<file path="src/rtl/bus_memory.sv">
// rtl/bus_memory.sv - cache-bus main-memory responder, 32 x 16-bit lines
// Answers one read or write per request after LATENCY cycles with a bus_done pulse.
module bus_memory #(
  parameter int LATENCY = 4
) (
  input  logic        clk,
  input  logic        reset,
  input  logic        bus_rd,
  input  logic        bus_wr,
  input  logic [4:0]  bus_addr,
  input  logic [15:0] bus_din,
  output logic [15:0] bus_dout,
  output logic        bus_done,
  output logic        err,
  output logic [7:0]  rd_count,
  output logic [7:0]  wr_count
);

  typedef enum logic [1:0] {IDLE, BUSY, DONE} state_t;

  // BUSY lasts LATENCY-1 cycles; the counter reaches zero in the last of them.
  localparam logic [3:0] CNT_LOAD = (LATENCY > 1) ? 4'(LATENCY - 2) : 4'd0;
  localparam bit         FAST     = (LATENCY == 1);

  state_t      state;
  logic [3:0]  cnt;
  logic        op_wr;
  logic [4:0]  addr_q;
  logic [15:0] data_q;
  logic [15:0] mem [0:31];

  logic        rd_req;
  logic        wr_req;
  logic        op_line;
  logic        commit_go;
  logic        commit_wr;
  logic [4:0]  commit_addr;
  logic [15:0] commit_data;

  // The initiator floats its request lines when idle, so only a solid 1 is a request.
  assign rd_req  = (bus_rd === 1'b1);
  assign wr_req  = (bus_wr === 1'b1);
  assign op_line = op_wr ? wr_req : rd_req;

  // The commit lands on the edge entering DONE; with LATENCY==1 that is the accept edge.
  always_comb begin
    commit_go   = 1'b0;
    commit_wr   = op_wr;
    commit_addr = addr_q;
    commit_data = data_q;
    if (FAST && state == IDLE && (rd_req ^ wr_req)) begin
      commit_go   = 1'b1;
      commit_wr   = wr_req;
      commit_addr = bus_addr;
      commit_data = bus_din;
    end else if (state == BUSY && op_line && cnt == 4'd0) begin
      commit_go = 1'b1;
    end
  end

  always_ff @(posedge clk) begin
    if (reset) begin
      state    <= IDLE;
      cnt      <= 4'd0;
      op_wr    <= 1'b0;
      addr_q   <= 5'd0;
      data_q   <= 16'h0000;
      bus_dout <= 16'h0000;
      bus_done <= 1'b0;
      err      <= 1'b0;
      rd_count <= 8'd0;
      wr_count <= 8'd0;
      for (int i = 0; i < 32; i++) begin
        mem[i] <= {3'b100, 5'(i), 3'b000, 5'(i)};
      end
    end else begin
      bus_done <= 1'b0;
      case (state)
        IDLE: begin
          if (rd_req && wr_req) begin
            err <= 1'b1;
          end else if (rd_req || wr_req) begin
            op_wr  <= wr_req;
            addr_q <= bus_addr;
            data_q <= bus_din;
            cnt    <= CNT_LOAD;
            state  <= FAST ? DONE : BUSY;
          end
        end
        BUSY: begin
          if (!op_line) begin
            state <= IDLE;
          end else if (cnt == 4'd0) begin
            state <= DONE;
          end else begin
            cnt <= cnt - 4'd1;
          end
        end
        DONE:    state <= IDLE;
        default: state <= IDLE;
      endcase

      if (commit_go) begin
        bus_done <= 1'b1;
        if (commit_wr) begin
          mem[commit_addr] <= commit_data;
          if (wr_count != 8'hFF) wr_count <= wr_count + 8'd1;
        end else begin
          bus_dout <= mem[commit_addr];
          if (rd_count != 8'hFF) rd_count <= rd_count + 8'd1;
        end
      end
    end
  end

endmodule

</file>
<file path="config.mk">
export PLATFORM = sky130hd
export DESIGN_NAME = bus_memory
export DESIGN_NICKNAME = d
export VERILOG_FILES = /design/src/rtl/bus_memory.sv
export SDC_FILE = /design/constraint.sdc
export NUM_CORES = 1
export LEC_CHECK = 0
export CAP_MARGIN = 40
export CORE_MARGIN = 2
export CORE_UTILIZATION = 57
export CTS_CLUSTER_SIZE = 28
export DETAILED_ROUTE_END_ITERATION = 8
export DONT_BUFFER_PORTS = 1
export GPL_ROUTABILITY_DRIVEN = 0
export PLACE_DENSITY = 0.74
export SLEW_MARGIN = 15
export SYNTH_ARGS = -nofsm -noshare
export SYNTH_HDL_FRONTEND = slang
export SYNTH_SLANG_ARGS = --single-unit
</file>
<file path="constraint.sdc">
create_clock -name clk -period 3.9 [get_ports clk]
set_clock_uncertainty 0.1 [all_clocks]
set_input_delay 0.78 -clock clk [delete_from_list [all_inputs] [get_ports clk]]
set_output_delay 0.78 -clock clk [all_outputs]
set_load 0.005 [all_outputs]
</file>
==> results.json <==
{
  "wire_per_inst_um": 28.8,
  "clock_latency_ns": 0.62,
  "fin_crit_ns": 3.50,
  "ys_ff_latch": 574,
  "cp_slowest_cell": "or3b_1",
  "setup.worst_path.class": "flip-flop to flip-flop",
  "ir_drop_mv": 0.373,
  "cp_max_fo": 36,
  "dp_slack_ns": 0.442,
  "critPathCaptureType": "flip-flop",
  "switching_share": 0.236,
  "cp-start-kind": "flip-flop",
  "ant_nets": 0,
  "cts_max_level": 2,
  "synth-edff-count": 512,
  "cts_tree": "yes",
  "r2r_end": "mem[18][3]",
  "synthFlopType": "edfxtp_1",
  "crit_end": "mem[18][3]",
  "start_util": 0.574,
  "layout-drive-gt1-share": 0.149,
  "postCtsHoldBufs": 0,
  "root_buffer": "clkbuf_16",
  "syn-num-nets": 1923,
  "grt_pass1_wl_um": 105000,
  "avgSynthCellArea_um2": 13.7,
  "clkTransAtPathRegs_ns": 0.06,
  "core-area_mm2": 0.0451,
  "cts_resized": 0,
  "cts_setup_buffers": 0,
  "worstMarginPinSlew_ns": 0.938,
  "layout_commonest_cell": "edfxtp_1",
  "nets": 1850,
  "power.density_mw_per_mm2": 484,
  "portBuffers": 0,
  "first_pass_iters": 6,
  "cts_buffer_depth": 3,
  "yosysWarnings": 0,
  "drv_cap": 0,
  "dr.first_iter.drc_count": 2663,
  "path_buf_inv": 2,
  "crit_path_start": "cnt[1]",
  "grt_overflow": 0,
  "ys_seq_area_frac": 0.641,
  "num_vias": 16300,
  "dieHeight_um": 217,
  "regToRegStartpoint": "cnt[1]",
  "drv_slew": 0,
  "synth.distinct_cells": 57,
  "cp.depth": 8,
  "grtUsageTotal": 0.305,
  "cts-buffers-inserted": 56,
  "antenna_found_initial": 3,
  "finalHoldViolations": 0,
  "ff2ff_path_depth": 8,
  "p_sw_mw": 3.27,
  "final_cell_mix": "edfxtp_1, and2_1, or3_1",
  "areaGrowthSynthToFinish_pct": 10.2,
  "max_clock_freq_mhz": 286,
  "min_period_over_period": 0.897,
  "combPwrFrac": 0.080,
  "crit_arrival_ns": 3.66,
  "reg2reg_slack_ns": 0.40,
  "netlist_area_mm2": 0.0259,
  "pin_count": 59,
  "fp.dieW_um": 217,
  "cts.sink_count": 574,
  "clkPwrFrac": 0.411,
  "synthCells": 1894,
  "drc": 0,
  "fin_setup_tns_ns": 0,
  "ys_async_sr_fraction": 0,
  "dpl_cell_area_mm2": 0.0266,
  "p_leak_nw": 9.11,
  "critPathMaxStageDelay_ns": 0.51,
  "hp-class": "primary input to flip-flop",
  "grt_pass1_vias": 15800,
  "grt_setup_unrepaired": "no",
  "path_delay_family": "simple AND/OR/NAND/NOR gates",
  "relSlewSlack": 0.375,
  "run_status": "completed",
  "viasPerCell": 6.60,
  "required_ns": 4.06,
  "setup_viol": 0,
  "grt_max_degree": 96,
  "row_count": 78,
  "seqPwrFrac": 0.508,
  "die_area_mm2": 0.0472,
  "worstPathCellList": "inv_1 > ha_1 > or3b_1 > nor4_4 > nand3b_1 > buf_12 > nor2_1 > or2_2",
  "worst_slack_ns": 0.401,
  "power.internal_mw": 10.6,
  "final_cell_area_mm2": 0.0286,
  "wl_um": 71100,
  "post-dp-hpwl_um": 45400
}
final cells by class:
type                       instances  area, um^2
clock inverter                    30         387
fill                            3231       16500
multi-input combinational       1122        8510
clock buffer                      75        1530
timing repair buffer              65         729
inverter                           2        7.51
tap                              600         751
sequential                       574       16600
antenna                            1        2.50
worst min path at each step:
stage                     from              end  cells after the start
3_5_place_dp   commit_data[11]  commit_data[11]                      2
3_3_place_gp   commit_data[11]  commit_data[11]                      2
6_report                 reset        addr_q[0]                      1
2_1_floorplan              err              err                      2
5_1_grt                  reset        addr_q[0]                      1
4_1_cts                  reset        addr_q[0]                      1
Yosys cell counts (29+ instances only):
cell type / n / area [um^2]
a21oi_1: 29 / 145
and2_1: 268 / 1680
and3_1: 64 / 400
clkbuf_1: 160 / 601
dfxtp_1: 62 / 1240
edfxtp_1: 512 / 15400
mux2i_1: 122 / 1220
mux4_2: 66 / 1490
nand2_1: 65 / 244
nor2_1: 59 / 221
o22ai_1: 57 / 357
or3_1: 193 / 1210
metrics by stage:
| stage | instances | hold WS (ns) | total power, mW | utilization |
|---|---|---|---|---|
| 6_report | 2469 | 0.136 | 13.8 | 0.633 |
| 3_3_place_gp | 2351 | 0.341 | 8.16 | 0.585 |
| 5_1_grt | 2468 | 0.114 | 14.1 | 0.633 |
| 2_1_floorplan | 1894 | 0.361 | 7.74 | - |
| 3_5_place_dp | 2360 | 0.346 | 8.22 | 0.589 |
| 4_1_cts | 2465 | 0.105 | 13.8 | 0.632 |
worst register-to-register path, delay by kind of cell (launching register included):
family	cells	cell delay [ns]
AND/OR/NAND/NOR	5	2.19
flip-flops	1	0.31
adder cells (fa/ha/maj)	1	0.18
buffers and inverters	2	0.36
power by group through the flow:
stage / Sequential [mW] / Clock [mW] / Combinational (mW)
floorplan: 7.00 / 0 / 0.734
global placement: 7.22 / 0 / 0.944
detailed placement: 7.18 / 0 / 1.05
CTS: 7.05 / 5.69 / 1.05
global route: 7.04 / 5.93 / 1.15
finish: 7.03 / 5.69 / 1.11
kinds of logic after synthesis:
kind of cell	Yosys count	share of synthesized area
flops	574	0.641
buf+inv	198	0.0307
simple gates	760	0.175
mux	195	0.108
fa+ha+maj	4	0.00193
xor+xnor	15	0.00507
compound gates	148	0.0385
state kept, by name (all words and copies together), names as in the netlist:
name	count
addr_q	5
bus_done	1
bus_dout	16
cnt	4
commit_data	16
commit_wr	1
err	1
mem	512
rd_count	8
state	2
wr_count	8
metal layers:
metal  GRT usage  share of wire  up-vias
met5           0              0        -
met4       0.112          0.038        0
met3      0.0720           0.13      141
met2       0.457           0.45     1073
met1       0.437           0.38     8158
li1            -              -     6934
Power figures use the tool's default switching activity.
